## config.mk

```make
export PLATFORM = sky130hd
export DESIGN_NAME = motor_pwm_driver
export DESIGN_NICKNAME = d
export VERILOG_FILES = /design/src/rtl/motor_pkg.sv /design/src/rtl/pwm_counter.sv /design/src/rtl/motor_pwm_driver.sv
export SDC_FILE = /design/constraint.sdc
export NUM_CORES = 1
export LEC_CHECK = 0
export CAP_MARGIN = 0
export CORE_MARGIN = 5
export CORE_UTILIZATION = 50
export DETAILED_ROUTE_END_ITERATION = 6
export GPL_TIMING_DRIVEN = 0
export PLACE_DENSITY_LB_ADDON = 0.08
export SLEW_MARGIN = 10
export SYNTH_ARGS = -nofsm -noshare
export SYNTH_HDL_FRONTEND = slang
export SYNTH_SLANG_ARGS = --single-unit
```

## constraint.sdc

```tcl
create_clock -name clk -period 7.6 [get_ports clk]
set_clock_uncertainty 0.05 [all_clocks]
set_input_delay 0.76 -clock clk [delete_from_list [all_inputs] [get_ports clk]]
set_output_delay 0.76 -clock clk [all_outputs]
set_load 0.05 [all_outputs]
```

## src/rtl/motor_pkg.sv

```systemverilog
// Shared types, default constants and the demand clamp for the motor PWM path.
package motor_pkg;

  typedef enum logic [2:0] {
    StIdle,
    StRamp,
    StRun,
    StBrake,
    StHold
  } motor_state_e;

  localparam int unsigned PWM_PERIOD_BITS = 9;
  localparam int unsigned PWM_PRESCALE    = 2;
  localparam int unsigned PWM_MAX_DUTY    = 480;
  localparam int unsigned PWM_RAMP_STEP   = 4;
  localparam int unsigned PWM_BRAKE_HOLD  = 8;

  // Negative demand maps to 0, anything above max_duty saturates. The result is
  // always non-negative, so callers may truncate it to their counter width.
  function automatic logic [9:0] clamp_demand(input logic signed [9:0] demand,
                                              input logic [9:0]        max_duty);
    logic [9:0] target;
    if (demand < 0) begin
      target = '0;
    end else if ($unsigned(demand) > max_duty) begin
      target = max_duty;
    end else begin
      target = $unsigned(demand);
    end
    return target;
  endfunction

endpackage

```

## src/rtl/pwm_counter.sv

```systemverilog
// Prescaler plus free-running period counter; flags the last tick of each period.
module pwm_counter #(
  parameter int unsigned PERIOD_BITS = 9,
  parameter int unsigned PRESCALE    = 2
) (
  input  logic                   clk,
  input  logic                   reset,
  output logic [PERIOD_BITS-1:0] cnt,
  output logic                   tick,
  output logic                   boundary
);

  localparam int unsigned PreW = (PRESCALE > 1) ? $clog2(PRESCALE) : 1;

  logic [PreW-1:0]        pre_q;
  logic [PERIOD_BITS-1:0] cnt_q;

  assign tick     = (pre_q == PreW'(PRESCALE - 1));
  assign boundary = tick && (cnt_q == '1);
  assign cnt      = cnt_q;

  // Prescaler wraps every PRESCALE clocks; the period counter advances once per tick.
  always_ff @(posedge clk) begin
    if (reset) begin
      pre_q <= '0;
      cnt_q <= '0;
    end else begin
      if (tick) begin
        pre_q <= '0;
        cnt_q <= cnt_q + PERIOD_BITS'(1);
      end else begin
        pre_q <= pre_q + PreW'(1);
      end
    end
  end

endmodule

```

## src/rtl/motor_pwm_driver.sv

```systemverilog
// Motor PWM driver: clamp, soft-start slew, brake override with hold-off.
module motor_pwm_driver
  import motor_pkg::*;
#(
  parameter int unsigned PERIOD_BITS = PWM_PERIOD_BITS,
  parameter int unsigned PRESCALE    = PWM_PRESCALE,
  parameter int unsigned MAX_DUTY    = PWM_MAX_DUTY,
  parameter int unsigned RAMP_STEP   = PWM_RAMP_STEP,
  parameter int unsigned BRAKE_HOLD  = PWM_BRAKE_HOLD
) (
  input  logic                   clk,
  input  logic                   reset,
  input  logic signed [9:0]      demand,
  input  logic                   brake,
  output logic                   pwm_out,
  output logic [PERIOD_BITS-1:0] duty_applied,
  output logic                   ramping,
  output logic                   braking
);

  localparam int unsigned HoldW = $clog2(BRAKE_HOLD + 1);
  localparam logic [PERIOD_BITS:0] RampInc = (PERIOD_BITS + 1)'(RAMP_STEP);

  motor_state_e           state_q, state_d;
  logic [PERIOD_BITS-1:0] duty_q, duty_d;
  logic [HoldW-1:0]       hold_q, hold_d;
  logic                   pwm_q, pwm_d;

  logic [PERIOD_BITS-1:0] cnt;
  logic                   tick;
  logic                   boundary;
  logic [PERIOD_BITS-1:0] target;
  logic [PERIOD_BITS:0]   step_sum;
  logic [PERIOD_BITS-1:0] step_duty;
  logic                   unused_tick;

  pwm_counter #(
    .PERIOD_BITS(PERIOD_BITS),
    .PRESCALE   (PRESCALE)
  ) u_pwm_counter (
    .clk     (clk),
    .reset   (reset),
    .cnt     (cnt),
    .tick    (tick),
    .boundary(boundary)
  );

  assign unused_tick = tick;
  assign target      = PERIOD_BITS'(clamp_demand(demand, 10'(MAX_DUTY)));

  // Next-state: brake overrides everything; otherwise duty moves only at a period boundary.
  always_comb begin
    state_d   = state_q;
    duty_d    = duty_q;
    hold_d    = hold_q;
    step_sum  = {1'b0, duty_q} + RampInc;
    step_duty = (step_sum >= {1'b0, target}) ? target : step_sum[PERIOD_BITS-1:0];

    if (brake) begin
      state_d = StBrake;
      duty_d  = '0;
      hold_d  = '0;
    end else begin
      unique case (state_q)
        StIdle: begin
          if (boundary && (target != '0)) begin
            state_d = StRamp;
            duty_d  = step_duty;
          end
        end
        StRamp, StRun: begin
          if (boundary) begin
            if (target > duty_q) begin
              // Rises are slew-limited; reaching the target ends the ramp.
              duty_d  = step_duty;
              state_d = (step_duty == target) ? StRun : StRamp;
            end else begin
              // Falls are applied in one step.
              duty_d  = target;
              state_d = (target == '0) ? StIdle : StRun;
            end
          end
        end
        StBrake: begin
          state_d = StHold;
          hold_d  = '0;
        end
        StHold: begin
          duty_d = '0;
          if (boundary) begin
            if (hold_q == HoldW'(BRAKE_HOLD - 1)) begin
              state_d = StIdle;
              hold_d  = '0;
            end else begin
              hold_d = hold_q + HoldW'(1);
            end
          end
        end
        default: begin
          state_d = StIdle;
          duty_d  = '0;
          hold_d  = '0;
        end
      endcase
    end

    pwm_d = (cnt < duty_q) && !brake && (state_q != StBrake) && (state_q != StHold);
  end

  // State, duty, hold counter and the registered PWM output.
  always_ff @(posedge clk) begin
    if (reset) begin
      state_q <= StIdle;
      duty_q  <= '0;
      hold_q  <= '0;
      pwm_q   <= 1'b0;
    end else begin
      state_q <= state_d;
      duty_q  <= duty_d;
      hold_q  <= hold_d;
      pwm_q   <= pwm_d;
    end
  end

  assign pwm_out      = pwm_q;
  assign duty_applied = duty_q;
  assign ramping      = (state_q == StRamp);
  assign braking      = (state_q == StBrake) || (state_q == StHold);

endmodule

```

## After elaboration in Yosys (flattened, before gate mapping)

Cells that the tools add are included.

- Input port bits: 13
- Flip-flop bits (word level): 27

- Magnitude comparators: 5
- Bitwise logic cells: 2
- Reduce and logical (&&, ||, !) cells: 18
- Mux-type cells: 19
- Equality and inequality tests: 17
- Add/subtract/negate cells: 4

Operators by type and width:

| cell | number |
|---|---|
| two-way mux 9 bit | 6 |
| case mux 9 bit (3 select lines) | 1 |
| inequality test 3 bit, second input constant | 5 |
| two-way mux 3 bit | 4 |
| case mux 3 bit (4 select lines) | 1 |
| adder 9 x 3 -> 10 bit, second input constant | 1 |
| >= comparator 10 x 9 -> 1 bit | 1 |
| greater-than comparator 10 x 9 -> 1 bit, second input constant | 1 |
| less-than comparator 10 x 1 -> 1 bit, second input constant | 1 |
| adder 9 x 1 -> 9 bit, second input constant | 1 |
| equality test 9 bit | 1 |
| equality test 9 bit, second input constant | 1 |
| greater-than comparator 9 bit | 1 |
| logical NOT 9 bit | 1 |
| less-than comparator 9 bit | 1 |
| nonzero test 9 bit | 1 |
| two-way mux 2 bit | 4 |
| two-way mux 4 bit | 2 |
| inequality test 2 bit, second input constant | 4 |
| case mux 4 bit (2 select lines) | 1 |
| AND reduction 4 bit | 2 |
| equality test 3 x 2 -> 1 bit, second input constant | 2 |
| OR reduction 2 bit | 3 |
| logical AND 1 bit | 5 |
| other kinds (13) | 14 |

## Logic depth before layout (Yosys ltp)

Gate-level depths: netlist (run 1).

- Depth in word-level cells: 11
- Mapped depth: 11
- Gate-level depth less buffers: 11

## By module

A second synthesis (run 1) with hierarchy kept.

- Cells, all modules: 312
- Area, all modules: 2552.4 µm²

Modules (own cells, without submodules):

| module | area an instance (µm²) | instances | cells an instance |
|---|---|---|---|
| motor_pwm_driver | 2128.3 | 1 | 266 |
| pwm_counter | 424.2 | 1 | 46 |

## Worst setup path after synthesis (run 1)

Ideal clock, no wire load.

- Kind: register -> register
- From: register duty_q[2], in the netlist duty_applied[2]
- To: register duty_q[2], in the netlist duty_applied[2]
- Buffers on the path: 0
- Data arrival time: 2.859 ns
- Stages on the path, launching flop included: 12
- Setup slack: 4.535 ns
- Path through: dfxtp_1 ha_1 nand3_2 nor3_2 xnor2_1 inv_1 ha_1 nand3_1 a21oi_1 or3_4 a22oi_2 o221ai_1

- Word-level cells in the longest chain between the ends: 6

RTL lines:

| element | RTL line | RTL |
|---|---|---|
| start, declared | motor_pwm_driver.sv:25 | `logic [PERIOD_BITS-1:0] duty_q, duty_d;` |
| start signal, assigned | motor_pwm_driver.sv:119 | `duty_q <= duty_d;` |
| adder 9 x 3 -> 10 bit | motor_pwm_driver.sv:56 | `step_sum = {1'b0, duty_q} + RampInc;` |
| >= comparator 10 x 9 -> 1 bit | motor_pwm_driver.sv:57 | `step_duty = (step_sum >= {1'b0, target}) ? target : step_sum[PERIOD_BITS-1:0];` |
| two-way mux 9 bit | motor_pwm_driver.sv:57 |  |
| two-way mux 9 bit | motor_pwm_driver.sv:73 | `if (target > duty_q) begin` |
| two-way mux 9 bit | motor_pwm_driver.sv:72 | `if (boundary) begin` |
| case mux 9 bit (3 select lines) (*) | motor_pwm_driver.sv:64 | `unique case (state_q)` |

Every way passes the cells marked *; elsewhere a longest branch is shown, timed or not. The select of a mux whose other input is x is not followed.
A chain may end at the register's enable or synchronous reset.

## Worst setup path in the final report (run 1)

- From: input port demand[9]
- To: register duty_q[3], in the netlist duty_applied[3]

- Word-level cells in the longest chain between the ends: 8

RTL lines:

| element | RTL line | RTL |
|---|---|---|
| start, declared | motor_pwm_driver.sv:13 | `input logic signed [9:0] demand,` |
| greater-than comparator 10 x 9 -> 1 bit | motor_pkg.sv:25 | `end else if ($unsigned(demand) > max_duty) begin` |
| two-way mux 9 bit | motor_pkg.sv:25 |  |
| two-way mux 9 bit (*) | motor_pkg.sv:23 | `if (demand < 0) begin` |
| >= comparator 10 x 9 -> 1 bit | motor_pwm_driver.sv:57 |  |
| two-way mux 9 bit | motor_pwm_driver.sv:57 |  |
| two-way mux 9 bit | motor_pwm_driver.sv:73 |  |
| two-way mux 9 bit | motor_pwm_driver.sv:72 |  |
| case mux 9 bit (3 select lines) | motor_pwm_driver.sv:64 |  |

Marked as above.

==> impl_metrics.yaml, run 1 <==
finish:
  final_net_count: 352
  utilization_pct: 60.32
  nFillCells: 409
  final-seq-area_um2: 540.5
  final_area_mm2: 0.002663
  final_layout_size_suffix_gt1_share_pct: 9.416
  multi_input_area_mm2: 0.001627
  area_growth_pct: 14.84
  diodes: 0
placed_design:
  post-dp-hpwl_mm: 4.259
  gp_routability_congestion: 0.8368
  placed_area_mm2: 0.002614
  io_buffer_count: 23
timing:
  timing.final.setup_violations: 0
  relSlewSlack_pct: 62.55
  timing.final.max_slew_violations: 0
  fin_setup_tns_ns: 0
  finalHoldViolCount: 0
  setup_repair_after_global_routing_missed_its_margin: "no"
  worstMarginPinSlew_ns: 0.5545
  layout_min_cycle_time_ns: 3.672
  achievable-frequency_mhz: 272.3
  final_critical_path_share_of_the_clock_period_pct: 48.32
drt:
  drt_pre_antenna_iters: 5
  drt_iter0_markers: 106
  routed-via-count: 2062
  wl_mm: 5.340
  wl_per_cell_um: 14.83
  drc: 0
  avgViaCountPerCell: 5.728
  antenna_violating_nets_post_route: 0
power_and_ir_drop:
  totalPowerFinal_uw: 309.8
  total_leakage_power_nw: 1.088
  power_density_mw_per_mm2: 116.3
  vdd_ir_drop_max_v: 0.00008075
cts:
  tritoncts: "yes"
  ctsLongestPathBuffers: 2
  clock_sinks: 27
  post_cts_resize_count: 0
  cts_buffers: 3
  root_buffer: "sky130_fd_sc_hd__clkbuf_8"
  worstSkewPairLatency_ns: 0.28
  post-cts-setup-buffer-count: 0
  post_cts_hold_buffer_count: 0
  cts.clk_slew.worst_paths_ns: 0.10
  htreeDepth: 1
hold_path:
  worst_hold_stages: 2
  whs_endpoint: "hold_q[3]"
  min_path_type: "register to register"
  hold_path_startpoint: "hold_q[3]"
die:
  fp.dieH_um: 78.10
  fp.coreArea_mm2: 0.004414
  core.rowCount: 24
  design.die.area_mm2: 0.006099
  boundary_pins: 25
  die-width_um: 78.10
  starting_density_of_the_core_pct: 52.52
worst_setup_path:
  worstSetupPathType: "primary input to register"
  worstSetupStartpointType: "primary input"
  reg_to_reg_critical_path_endpoint: "duty_applied[3]"
  critical_path_required_ns: 7.70
  crit_path_end_kind: "register"
  reg2reg_slack_ns: 4.49
  ff_to_ff_start: "duty_applied[2]"
  critical_path_peak_fanout: 9
  arrival_ns: 3.77
  r2r.worst_path.cells: 11
global_routing:
  largest_net_degree_at_the_start_of_global_routing: 17
  grt-ovfl-total: 0
  groute.usage.overall_pct: 17.54
  wire_length_of_the_first_global_routing_pass_mm: 8.997
  first_global_vias: 1851
  grt_antenna_before_repair: 0
logic_synthesis:
  syn_nets: 324
  count_of_flip_flops_with_a_built_in_enable_after_synthesis: 0
  synth.distinct_cells: 63
  synth_area_mm2: 0.002318
  syn_avg_cell_area_um2: 8.251
  postSynth.asyncResetShare_pct: 0
  number_of_standard_cells_after_synthesis: 281
  synth-main-ff-cell: "sky130_fd_sc_hd__dfxtp_1"
  synth.yosys.seq_area_share_pct: 23.31
  postSynthRegisterBits: 27
  ys.warnings.count: 0
job:
  maxCapViolations: 0
outcome:
  outcome: "finished clean"
final cells by class:
cell class                 count  share of cell area (%)
tap                           52                   2.444
timing repair buffer          23                   8.647
multi-input combinational    218                   61.09
sequential                    27                   20.30
clock inverter                 1                  0.2820
inverter                      28                   3.947
buffer                         8                   1.739
clock buffer                   3                   1.551
metal layers:
metal / track usage [%] / share of wire [%]
met1: 26.43 / 51
met5: 0 / 0
met3: 1.831 / 5.0
met4: 2.534 / 0.67
met2: 27.57 / 43
how the worst max path moves through the flow:
| stage | from | end | slack [ns] | depth (start not counted) |
|---|---|---|---|---|
| 6_report | demand[9] | duty_applied[3] | 3.93 | 10 |
| 2_1_floorplan | duty_applied[2] | duty_applied[2] | 4.53 | 11 |
| 4_1_cts | demand[9] | duty_applied[3] | 3.95 | 10 |
| 5_1_grt | demand[9] | duty_applied[7] | 3.67 | 10 |
| 3_5_place_dp | demand[9] | duty_applied[3] | 3.65 | 10 |
| 3_3_place_gp | demand[9] | duty_applied[3] | 3.70 | 10 |
report_power, final:
part	switching [mW]	internal, mW	leakage [nW]
Combinational	0.0431	0.0321	0.848
Sequential	0.00162	0.144	0.219
Clock	0.0513	0.0374	0.0217
synthesized netlist by cell type, types with 3 or more instances:
library cell	count	area share, %
sky130_fd_sc_hd__nand2_1	30	4.9
sky130_fd_sc_hd__inv_1	28	4.5
sky130_fd_sc_hd__a21o_1	5	1.6
sky130_fd_sc_hd__nor3_1	10	2.2
sky130_fd_sc_hd__ha_1	30	16
sky130_fd_sc_hd__xor2_1	4	1.5
sky130_fd_sc_hd__a31oi_1	3	0.81
sky130_fd_sc_hd__xnor2_1	8	3.0
sky130_fd_sc_hd__nor2_1	17	2.8
sky130_fd_sc_hd__nor2b_1	3	0.81
sky130_fd_sc_hd__dfxtp_1	27	23
sky130_fd_sc_hd__clkbuf_1	4	0.65
sky130_fd_sc_hd__o21ai_0	9	1.9
sky130_fd_sc_hd__a21oi_1	15	3.2
sky130_fd_sc_hd__or3_1	4	1.1
sky130_fd_sc_hd__nor4_1	4	1.1
sky130_fd_sc_hd__o221ai_1	7	2.6
sky130_fd_sc_hd__nand2b_1	6	1.6
sky130_fd_sc_hd__nand4_1	7	1.9
sky130_fd_sc_hd__nand3_1	9	1.9
placed cells by master (no fill, tap or decap), types with 6 or more instances in the layout:
| cell | netlist | final |
|---|---|---|
| sky130_fd_sc_hd__clkdlybuf4s50_1 | 0 | 23 |
| sky130_fd_sc_hd__nand4_1 | 7 | 7 |
| sky130_fd_sc_hd__nor2_1 | 17 | 17 |
| sky130_fd_sc_hd__nand3_1 | 9 | 9 |
| sky130_fd_sc_hd__ha_1 | 30 | 30 |
| sky130_fd_sc_hd__a21oi_1 | 15 | 15 |
| sky130_fd_sc_hd__xnor2_1 | 8 | 8 |
| sky130_fd_sc_hd__nand2b_1 | 6 | 6 |
| sky130_fd_sc_hd__o21ai_0 | 9 | 9 |
| sky130_fd_sc_hd__dfxtp_1 | 27 | 27 |
| sky130_fd_sc_hd__nand2_1 | 30 | 30 |
| sky130_fd_sc_hd__nor3_1 | 10 | 10 |
| sky130_fd_sc_hd__inv_1 | 28 | 28 |
| sky130_fd_sc_hd__o221ai_1 | 7 | 7 |
through the flow:
stage	setup WS, ns	cells	hold slack (ns)
floorplan	4.535	281	0.3897
global route	3.673	360	0.4716
finish	3.928	360	0.4333
CTS	3.950	360	0.4361
global placement	3.705	356	0.4112
detailed placement	3.653	356	0.4200
logic make-up (layout without fill, tap and decap cells):
kind of cell    after synthesis  after routing  share of synthesized area (%)
compound gates               63             63                          20.62
mux                           3              3                          1.349
simple gates                105            105                          23.69
fa+ha+maj                    31             31                          16.62
xor+xnor                     16             16                          7.879
buf+inv                      36             63                          6.530
flops                        27             27                          23.31
critical path, cell delays in order:
cell	delay, ns
sky130_fd_sc_hd__clkdlybuf4s50_1	0.50
sky130_fd_sc_hd__a41oi_2	0.43
sky130_fd_sc_hd__nand2_1	0.19
sky130_fd_sc_hd__ha_1	0.37
sky130_fd_sc_hd__nand2b_1	0.16
sky130_fd_sc_hd__nor4_1	0.48
sky130_fd_sc_hd__maj3_1	0.29
sky130_fd_sc_hd__a31oi_1	0.07
sky130_fd_sc_hd__nand3_1	0.34
sky130_fd_sc_hd__o221ai_1	0.20
sequential cells by signal, indices dropped and copies added, names as in the netlist:
register and count:
duty_applied 9, hold_q 4, pwm_out 1, state_q 3, u_pwm_counter.cnt 9, u_pwm_counter.tick 1
No activity file was read; power rests on OpenSTA's default activity.
==> inputs of run 2 (changes only) <==
Clock period 7.6 ns to 3.3 ns, I/O delays scaled along.
==> run 2 against run 1 <==
Sequential power grew 130%. Clock power grew 130%. Total power grew 130%. Via count grew 0.19%. Sequential cell count is the same. Highest routed layer unchanged. Register-to-register slack lost 4.1 ns. Final area grew 1.5%. Die area is the same. Cell count grew 0.56%. Combinational power grew 140%.
==> impl_metrics.yaml, run 2 (synthesis gave the netlist of run 1 again) <==
worst_setup_path:
  worst-path-buf-inv: 1
  reg_to_reg_critical_path_endpoint: "duty_applied[3]"
  crit_path_end_kind: "register"
  r2r.worst_path.cells: 12
  worstSetupStartpointType: "primary input"
  reg2reg_slack_ns: 0.36
  critPathTopFamily: "compound AO/OA/AOI/OAI gates"
  worstPathCellList: "clkdlybuf4s50_1 > a41oi_4 > nand2_1 > ha_1 > a221oi_1 > o41ai_2 > a31oi_1 > nand3_1 > o221ai_1"
  critPathMaxStageDelay_ns: 0.52
  ff_to_ff_start: "duty_applied[2]"
  timing.critical_path.depth: 9
  critical_path_required_ns: 3.45
  worstSetupPathType: "primary input to register"
  crit_slowest_cell: "sky130_fd_sc_hd__clkdlybuf4s50_1"
  critical_path_peak_fanout: 9
  arrival_ns: 3.17
timing:
  timing.final.setup_violations: 0
  whs_ns: 0.4271
  layout_min_cycle_time_ns: 3.021
  relSlewSlack_pct: 66.84
  setup_repair_after_global_routing_missed_its_margin: "no"
  achievable-frequency_mhz: 331.1
  fin_setup_tns_ns: 0
  worstMarginPinSlew_ns: 0.4959
  finalHoldViolCount: 0
  timing.final.max_slew_violations: 0
  final_critical_path_share_of_the_clock_period_pct: 91.53
die:
  boundary_pins: 25
  fp.dieH_um: 78.10
  fp.coreArea_mm2: 0.004414
  design.die.area_mm2: 0.006099
  core.rowCount: 24
  die-width_um: 78.10
  starting_density_of_the_core_pct: 52.52
power_and_ir_drop:
  pwr-share-comb_pct: 24.8
  vdd_ir_drop_max_v: 0.0001853
  pwr-share-clk_pct: 28.3
  total_leakage_power_nw: 1.102
  sw_frac_of_total_pct: 31.02
  power_density_mw_per_mm2: 264.9
  totalPowerFinal_uw: 715.9
  internal_power_consumption_uw: 493.8
  seq_power_share_pct: 46.9
  power.net_switching_uw: 222.1
global_routing:
  groute.usage.overall_pct: 17.54
  wire_length_of_the_first_global_routing_pass_mm: 8.997
  grt-ovfl-total: 0
  largest_net_degree_at_the_start_of_global_routing: 17
  first_global_vias: 1851
  grt_antenna_before_repair: 0
finish:
  final_layout_size_suffix_gt1_share_pct: 10.65
  nFillCells: 403
  diodes: 0
  area_growth_pct: 16.57
  final_cell_mix: "sky130_fd_sc_hd__nand2_1 (30), sky130_fd_sc_hd__ha_1 (30), sky130_fd_sc_hd__inv_1 (28)"
  final_net_count: 354
  utilization_pct: 61.22
cts:
  worstSkewPairLatency_ns: 0.28
  root_buffer: "sky130_fd_sc_hd__clkbuf_8"
  tritoncts: "yes"
  post_cts_hold_buffer_count: 0
  clock_sinks: 27
  cts.clk_slew.worst_paths_ns: 0.10
  htreeDepth: 1
  cts_buffers: 3
  ctsLongestPathBuffers: 2
hold_path:
  hold_path_startpoint: "brake"
  min_path_type: "primary input to register"
  worst_hold_stages: 2
  whs_endpoint: "hold_q[3]"
placed_design:
  io_buffer_count: 23
  gp_routability_congestion: 0.8368
  post-dp-hpwl_mm: 4.259
drt:
  routed-via-count: 2066
  drt_iter0_markers: 86
  drt_pre_antenna_iters: 5
  wl_per_cell_um: 14.86
  antenna_violating_nets_post_route: 0
  wl_mm: 5.381
  drc: 0
  avgViaCountPerCell: 5.707
outcome:
  outcome: "finished clean"
job:
  maxCapViolations: 0
run 2: power groups by stage:
stage	Clock [mW]	Combinational (mW)	Sequential (mW)
2_1_floorplan	0	0.121	0.344
3_3_place_gp	0	0.170	0.343
3_5_place_dp	0	0.171	0.344
4_1_cts	0.208	0.172	0.336
5_1_grt	0.223	0.195	0.337
6_report	0.202	0.178	0.336
run 2: final cells by class:
| cell class | instances | area, um^2 | share of cell area [%] |
|---|---|---|---|
| Tap cell | 52 | 65.06 | 2.407 |
| Clock buffer | 3 | 41.29 | 1.528 |
| Buffer | 8 | 46.29 | 1.713 |
| Clock inverter | 1 | 7.507 | 0.2778 |
| Multi-Input combinational cell | 218 | 1652 | 61.11 |
| Timing Repair Buffer | 25 | 245.2 | 9.074 |
| Inverter | 28 | 105.1 | 3.889 |
| Sequential cell | 27 | 540.5 | 20.00 |
run 2: what timing repair did:
action / 4_1_cts / 5_1_grt
resized for setup: 0 / 3
endpoints found under the setup margin: 0 / 9
setup buffers: 0 / 2
run 2: metal layers:
layer / track usage (%) / up-vias / share of wire (%)
li1: - / 1081 / -
met1: 26.43 / 945 / 51
met2: 27.57 / 36 / 44
met3: 1.831 / 4 / 4.3
met4: 2.534 / 0 / 0.56
met5: 0 / - / 0
run 2: per-stage QoR:
step / instance area [um^2] / instances / setup slack [ns]
finish: 2703 / 362 / 0.2795
global route: 2703 / 362 / 0.1066
CTS: 2663 / 360 / 0.07974
detailed placement: 2614 / 356 / -0.2172
global placement: 2614 / 356 / -0.1654
floorplan: 2318 / 281 / 0.2348
run 2: worst max path at each step:
stage	from	endpoint	slack (ns)
finish	demand[9]	duty_applied[3]	0.28
global route	demand[9]	duty_applied[7]	0.11
CTS	demand[9]	duty_applied[3]	0.08
detailed placement	demand[9]	duty_applied[3]	-0.22
global placement	demand[9]	duty_applied[3]	-0.17
floorplan	duty_applied[2]	duty_applied[2]	0.23
run 2: worst register-to-register path: cells and delay by family, from the launching register on:
family | cells | cell delay [ns]
adder cells (fa/ha/maj) | 2 | 0.58
buffers and inverters | 2 | 0.26
AND/OR/NAND/NOR | 4 | 0.79
AO/OA/AOI/OAI | 3 | 0.45
flip-flops | 1 | 0.50
XOR/XNOR | 1 | 0.18
==> inputs of run 3 (changes only) <==
Settings changed: SKIP_CTS_REPAIR_TIMING set to 1.
==> results of run 3 <==
The final DEF is identical to that of run 2; final timing and power are the same.
==> patch 1, RTL diff (settings of run 3) <==
Add an input register stage for `demand` and `brake`, without a reset; this delays them by one clock.
--- a/src/rtl/motor_pwm_driver.sv
+++ b/src/rtl/motor_pwm_driver.sv
@@ -20,6 +20,14 @@
 
   localparam int unsigned HoldW = $clog2(BRAKE_HOLD + 1);
   localparam logic [PERIOD_BITS:0] RampInc = (PERIOD_BITS + 1)'(RAMP_STEP);
+
+  logic signed [9:0] demand_q;
+  logic brake_q;
+
+  always_ff @(posedge clk) begin
+    demand_q <= demand;
+    brake_q  <= brake;
+  end
 
   motor_state_e           state_q, state_d;
   logic [PERIOD_BITS-1:0] duty_q, duty_d;
@@ -46,7 +54,7 @@
   );
 
   assign unused_tick = tick;
-  assign target      = PERIOD_BITS'(clamp_demand(demand, 10'(MAX_DUTY)));
+  assign target      = PERIOD_BITS'(clamp_demand(demand_q, 10'(MAX_DUTY)));
 
   // Next-state: brake overrides everything; otherwise duty moves only at a period boundary.
   always_comb begin
@@ -56,7 +64,7 @@
     step_sum  = {1'b0, duty_q} + RampInc;
     step_duty = (step_sum >= {1'b0, target}) ? target : step_sum[PERIOD_BITS-1:0];
 
-    if (brake) begin
+    if (brake_q) begin
       state_d = StBrake;
       duty_d  = '0;
       hold_d  = '0;
@@ -104,7 +112,7 @@
       endcase
     end
 
-    pwm_d = (cnt < duty_q) && !brake && (state_q != StBrake) && (state_q != StHold);
+    pwm_d = (cnt < duty_q) && !brake_q && (state_q != StBrake) && (state_q != StHold);
   end
 
   // State, duty, hold counter and the registered PWM output.
Formal check against the unedited RTL: not equivalent (Yosys sat finds a counterexample within 4 cycles, from zero or initial values and one cycle with reset high).
==> patch 1 against run 3 <==
Global-route usage is 2.6 points higher; sequential cell count is 11 higher; first-iteration DRC count is 62% higher; worst setup slack worse by 0.022 ns; critical path type is now reg2reg; sequential share of layout area is 5.9 points higher; final cell count is 9.9% higher; non-clock buffer count is 2 higher; combinational power is 13% lower; area after synthesis is 8.5% higher; critical endpoint is now duty_applied[5]; cell area is 9.0% higher; sequential power is 44% higher; routed wire length is 8.1% higher; power is 37% higher.
==> patch 1: results (changes against run 3) <==
{| class="wikitable"
! Metric !! Value
|-
| List of most frequent post-synthesis cells || 38 x dfxtp_1, 30 x ha_1, 26 x nand2_1 (was 30 x ha_1, 30 x nand2_1, 28 x inv_1)
|-
| Flip-flop count of the largest register after layout || 10
|-
| Register-to-Register Setup Slack || 0.26 ns (was 0.36 ns)
|-
| Post-synth net total || 340 (was 324)
|-
| Clk Tree Root Cell || clkbuf_8 (unchanged)
|-
| Status || finished clean (unchanged)
|-
| Count of antenna diodes in the layout || 0 (unchanged)
|-
| P_leak || 1.26 nW (was 1.10 nW)
|-
| Delay of the slowest cell on the worst path || 0.45 ns (was 0.52 ns)
|-
| Fmax || 329 MHz (was 331 MHz)
|-
| Clock-pin slew on the worst setup and hold paths || 0.08 ns (was 0.10 ns)
|-
| WL/cell || 14.6 µm (was 14.9 µm)
|-
| Final std cell area, no fill || 2950 µm² (was 2700 µm²)
|-
| Max-slew violation count || 0 (unchanged)
|-
| Pre-CTS setup slack || 0.267 ns (was -0.217 ns)
|-
| Number of antenna violations at the first check in global routing || 0 (unchanged)
|-
| Number of DRC markers in iteration 0 || 139 (was 86)
|-
| Routability congestion estimate || 0.835 (was 0.837)
|-
| Placed Area || 2840 µm² (was 2610 µm²)
|-
| Register ranked first by flip-flop count || demand_q
|-
| Portion of the post-synthesis area used by sequential elements || 30.2% (was 23.3%)
|-
| Maximum fanout count along the critical path || 9 (unchanged)
|-
| EDFF count, synth || 0 (unchanged)
|-
| Class of the tightest hold or removal check || in2reg (unchanged)
|-
| Distinct cells, synth || 51 (was 63)
|-
| Async set-or-reset flop fraction in the synthesized netlist || 0% (unchanged)
|-
| Global-route wire length before repair || 10300 µm (was 9000 µm)
|-
| Total clock buffers created by CTS || 5 (was 3)
|-
| Buffer depth of the longest clock path || 2 (unchanged)
|-
| Highest-delay cell along the critical path || a311oi_4 (was clkdlybuf4s50_1)
|-
| Synth Warn # || 0 (unchanged)
|-
| Latest clock arrival within the worst-skew pair || 0.30 ns (was 0.28 ns)
|-
| Maximum number of pins on one net before global-route repair || 12 (was 17)
|-
| Share of final-layout standard cells stronger than drive strength 1 || 6.65% (was 10.6%)
|-
| Number of nets in the finished design || 373 (was 354)
|-
| # port buffers || 24 (was 23)
|-
| Worst ir drop on vdd || 0.000187 V (was 0.000185 V)
|-
| Area contributors post-synth || dfxtp_1 30%, ha_1 15%, nand2_1 3.9% (was dfxtp_1 23%, ha_1 16%, nand2_1 4.9%)
|-
| Total global routing track utilization || 20.1% (was 17.5%)
|-
| Dpl hpwl || 4350 µm (was 4260 µm)
|-
| Filler Cells Inserted || 442 (was 403)
|-
| Worst-margin pin slew || 0.644 ns (was 0.496 ns)
|-
| Detailed Routing Iterations Pass 1 || 4 (was 5)
|-
| Vias after detailed routing || 2226 (was 2066)
|-
| Clock H-tree levels || 2 (was 1)
|-
| Arrival time of data at the critical path endpoint || 3.16 ns (was 3.17 ns)
|}
-- patch 1: changes by cell type after synthesis, sizes merged, moves of 3 or more --
cell    change
nand2       -4
dfxtp      +11
and3        +4
o211ai      +3
inv         -5
nor2        +5
nor3        -3
nand3b      +3
o221ai      -3
-- patch 1: routing by layer --
layer | share of wire (%) | vias to the layer above | global-route usage, %
li1 | - | 1138 | -
met1 | 48 | 1030 | 27.4
met2 | 44 | 51 | 31.4
met3 | 6.1 | 7 | 4.99
met4 | 1.1 | 0 | 5.91
met5 | 0 | - | 0
-- patch 1: report_power, final --
group / internal [mW] / leakage, nW / switching (mW) / total (mW)
sequential: 0.471 / 0.312 / 0.0120 / 0.483
clock: 0.169 / 0.0482 / 0.175 / 0.344
combinational: 0.0679 / 0.900 / 0.0866 / 0.155
total: 0.708 / 1.26 / 0.274 / 0.982
-- patch 1: cell type report --
cell class / count / share of cell area (%)
clock buffer: 7 / 2.93
multi-input combinational: 227 / 55.1
sequential: 38 / 25.9
clock inverter: 1 / 0.170
timing repair buffer: 26 / 8.66
buffer: 9 / 1.53
tap: 67 / 2.85
inverter: 23 / 2.93
-- patch 1: cells by family (layout without fill, tap and decap cells) --
logic type      after synthesis  count (layout)  synth area share, %
xor+xnor                     16              16                 5.57
compound gates               67              67                 19.6
buf+inv                      32              66                 5.22
simple gates                111             111                 23.2
flops                        38              38                 30.2
fa+ha+maj                    30              30                 14.9
mux                           3               3                 1.19
-- patch 1: critical path, delay by kind of cell, from the launching register on --
family                   cells  cell delay (ns)
adder cells (fa/ha/maj)      2             0.51
flip-flops                   1             0.37
buffers and inverters        1             0.15
XOR/XNOR                     1             0.20
AO/OA/AOI/OAI                4             0.95
AND/OR/NAND/NOR              4             0.69
-- patch 1: path summary, 6_finish.rpt --
kind	start	depth (start not counted)	end
max	duty_applied[2]	12	duty_applied[5]
min	demand[3]	1	demand_q[3]
max reg2reg	duty_applied[2]	12	duty_applied[5]
min reg2reg	hold_q[1]	2	hold_q[1]
-- patch 1: metrics by stage --
step | cells | hold slack (ns)
after global routing | 398 | 0.409
after floorplan | 297 | 0.308
final | 398 | 0.416
after CTS | 396 | 0.410
after detailed placement | 388 | 0.424
after global placement | 388 | 0.419
==> patch 2, RTL diff (flow settings as in run 3) <==
Without the edit above. Set the package constant `PWM_MAX_DUTY` to 240 (it was 480).
--- a/src/rtl/motor_pkg.sv
+++ b/src/rtl/motor_pkg.sv
@@ -11,7 +11,7 @@
 
   localparam int unsigned PWM_PERIOD_BITS = 9;
   localparam int unsigned PWM_PRESCALE    = 2;
-  localparam int unsigned PWM_MAX_DUTY    = 480;
+  localparam int unsigned PWM_MAX_DUTY    = 240;
   localparam int unsigned PWM_RAMP_STEP   = 4;
   localparam int unsigned PWM_BRAKE_HOLD  = 8;
 
Function: same outputs for any inputs over 10 cycles, from zero or initial values and one cycle with reset high; that may be too few to reach the edited logic, so the function may still have changed.
==> patch 2 against run 3 <==
Synthesized cell count up 9.6%; highest routed layer unchanged; final cell count is 8.3% higher; routed wire length grew 18%; largest power group unchanged; power rose by 0.32%; sequential power hardly changed; cell area is 4.4% higher; largest cell class unchanged; worst setup slack lost 0.11 ns; sequential cell count unchanged; register-to-register slack lost 0.19 ns; critical path depth up 2; first-iteration DRC count rose by 86%; area after synthesis increased by 3.6%.
==> patch 2: results (changes against run 3) <==
{| class="wikitable"
! Metric !! Value
|-
| Critical path's top delay family || simple AND/OR/NAND/NOR gates (was compound AO/OA/AOI/OAI gates)
|-
| Global routing met2 resource utilization || 35.1% (was 27.6%)
|-
| Area contributors post-synth || dfxtp_1 23%, ha_1 16%, o21ai_0 4.6% (was dfxtp_1 23%, ha_1 16%, nand2_1 4.9%)
|-
| Delay of the slowest cell on the worst path || 0.57 ns (was 0.52 ns)
|-
| Clock-pin slew on the worst setup and hold paths || 0.10 ns (about the same)
|-
| Arrival time of data at the critical path endpoint || 3.26 ns (was 3.17 ns)
|-
| Post-synth net total || 351 (was 324)
|-
| P_leak || 1.17 nW (was 1.10 nW)
|-
| Number of nets in the finished design || 382 (was 354)
|-
| Portion of the post-synthesis area used by sequential elements || 22.5% (was 23.3%)
|-
| Max-slew headroom || 32.0% (was 66.8%)
|-
| # port buffers || 24 (was 23)
|-
| Highest-delay cell along the critical path || or4_4 (was clkdlybuf4s50_1)
|-
| Pre-CTS setup slack || -0.458 ns (was -0.217 ns)
|-
| Number of instances in the placed design || 386 (was 356)
|-
| Number of global-route vias before repair || 2148 (was 1851)
|-
| Maximum number of pins on one net before global-route repair || 16 (was 17)
|-
| Routed wl met3 || 226 µm (was 230 µm)
|-
| Routability congestion estimate || 0.967 (was 0.837)
|-
| Syn Area/Cell || 7.80 µm² (was 8.25 µm²)
|-
| Maximum fanout count along the critical path || 10 (was 9)
|-
| Dpl hpwl || 4860 µm (was 4260 µm)
|-
| Cell internal pwr || 0.489 mW (was 0.494 mW)
|-
| WL final || 6340 µm (was 5380 µm)
|-
| Synth Warn # || 0 (unchanged)
|-
| Class of the tightest hold or removal check || reg2reg (was in2reg)
|-
| Highest metal layer used by the detailed router || met4 (unchanged)
|-
| Latest clock arrival within the worst-skew pair || 0.28 ns (about the same)
|-
| Clock H-tree levels || 1 (unchanged)
|-
| Detailed Routing Iterations Pass 1 || 4 (was 5)
|-
| Gate power share || 25.1% (was 24.8%)
|-
| Primary FF master, synth || dfxtp_1 (unchanged)
|-
| Met3 Use GR || 2.04% (was 1.83%)
|-
| Total global routing track utilization || 20.5% (was 17.5%)
|-
| Share of final-layout standard cells stronger than drive strength 1 || 7.10% (was 10.6%)
|-
| Worst ir drop on vdd || 0.000186 V (was 0.000185 V)
|-
| List of most frequent post-synthesis cells || 30 x ha_1, 27 x dfxtp_1, 25 x nor2_1 (was 30 x ha_1, 30 x nand2_1, 28 x inv_1)
|-
| WL/cell || 16.2 µm (was 14.9 µm)
|-
| Total Power Consumption || 0.718 mW (was 0.716 mW)
|-
| Filler Cells Inserted || 444 (was 403)
|-
| Number of DRC markers in iteration 0 || 160 (was 86)
|-
| Sum of routed wire segments on met1 || 2990 µm (was 2740 µm)
|-
| Global-route wire length before repair || 10400 µm (was 9000 µm)
|-
| Routing usage on met1 || 27.4% (was 26.4%)
|-
| DR WL met2 || 3080 µm (was 2380 µm)
|-
| Number of antenna violations at the first check in global routing || 0 (unchanged)
|-
| Vias after detailed routing || 2326 (was 2066)
|-
| Distinct cells, synth || 54 (was 63)
|-
| Status || finished clean (unchanged)
|}
-- patch 2: changes by cell type in the layout (fill, tap and decap cells not counted), sizes merged, moves of 5 or more --
cell           delta
nor2              +8
dlymetal6s2s      +6
clkbuf            +5
mux2i             +8
clkdlybuf4s50     -5
o21ai            +14
nand2            -10
o221ai            -7
inv               -5
a21oi             +5
-- patch 2: kinds of logic (layout without fill, tap and decap cells) --
| logic type | after synthesis | after routing | synth area share, % |
|---|---|---|---|
| compound gates | 87 | 87 | 23.7 |
| mux | 12 | 12 | 5.10 |
| fa+ha+maj | 31 | 31 | 16.0 |
| xor+xnor | 14 | 14 | 5.10 |
| simple gates | 100 | 100 | 21.4 |
| buf+inv | 35 | 65 | 5.83 |
| other cells | 2 | 2 | 0.313 |
| flops | 27 | 27 | 22.5 |
-- patch 2: final cells by class --
cell class / count / area [µm²] / share of cell area (%)
multi-input combinational: 246 / 1750 / 62.2
clock buffer: 3 / 41.3 / 1.46
tap: 54 / 67.6 / 2.39
clock inverter: 1 / 5.00 / 0.177
sequential: 27 / 542 / 19.2
inverter: 23 / 86.3 / 3.06
buffer: 12 / 55.1 / 1.95
timing repair buffer: 26 / 270 / 9.58
-- patch 2: final timing paths --
kind / end / slack (ns) / cells after the start / startpoint
worst min register to register: hold_q[1] / 0.46 / 2 / hold_q[1]
worst min-delay path: hold_q[1] / 0.46 / 2 / hold_q[1]
worst max-delay path: duty_applied[0] / 0.17 / 11 / duty_applied[2]
worst max register to register: duty_applied[0] / 0.17 / 11 / duty_applied[2]
-- patch 2: metrics by stage --
stage,hold slack (ns),instance area (µm²)
4_1_cts,0.468,2760
3_3_place_gp,0.439,2710
2_1_floorplan,0.368,2400
3_5_place_dp,0.449,2710
6_report,0.462,2820
5_1_grt,0.509,2820
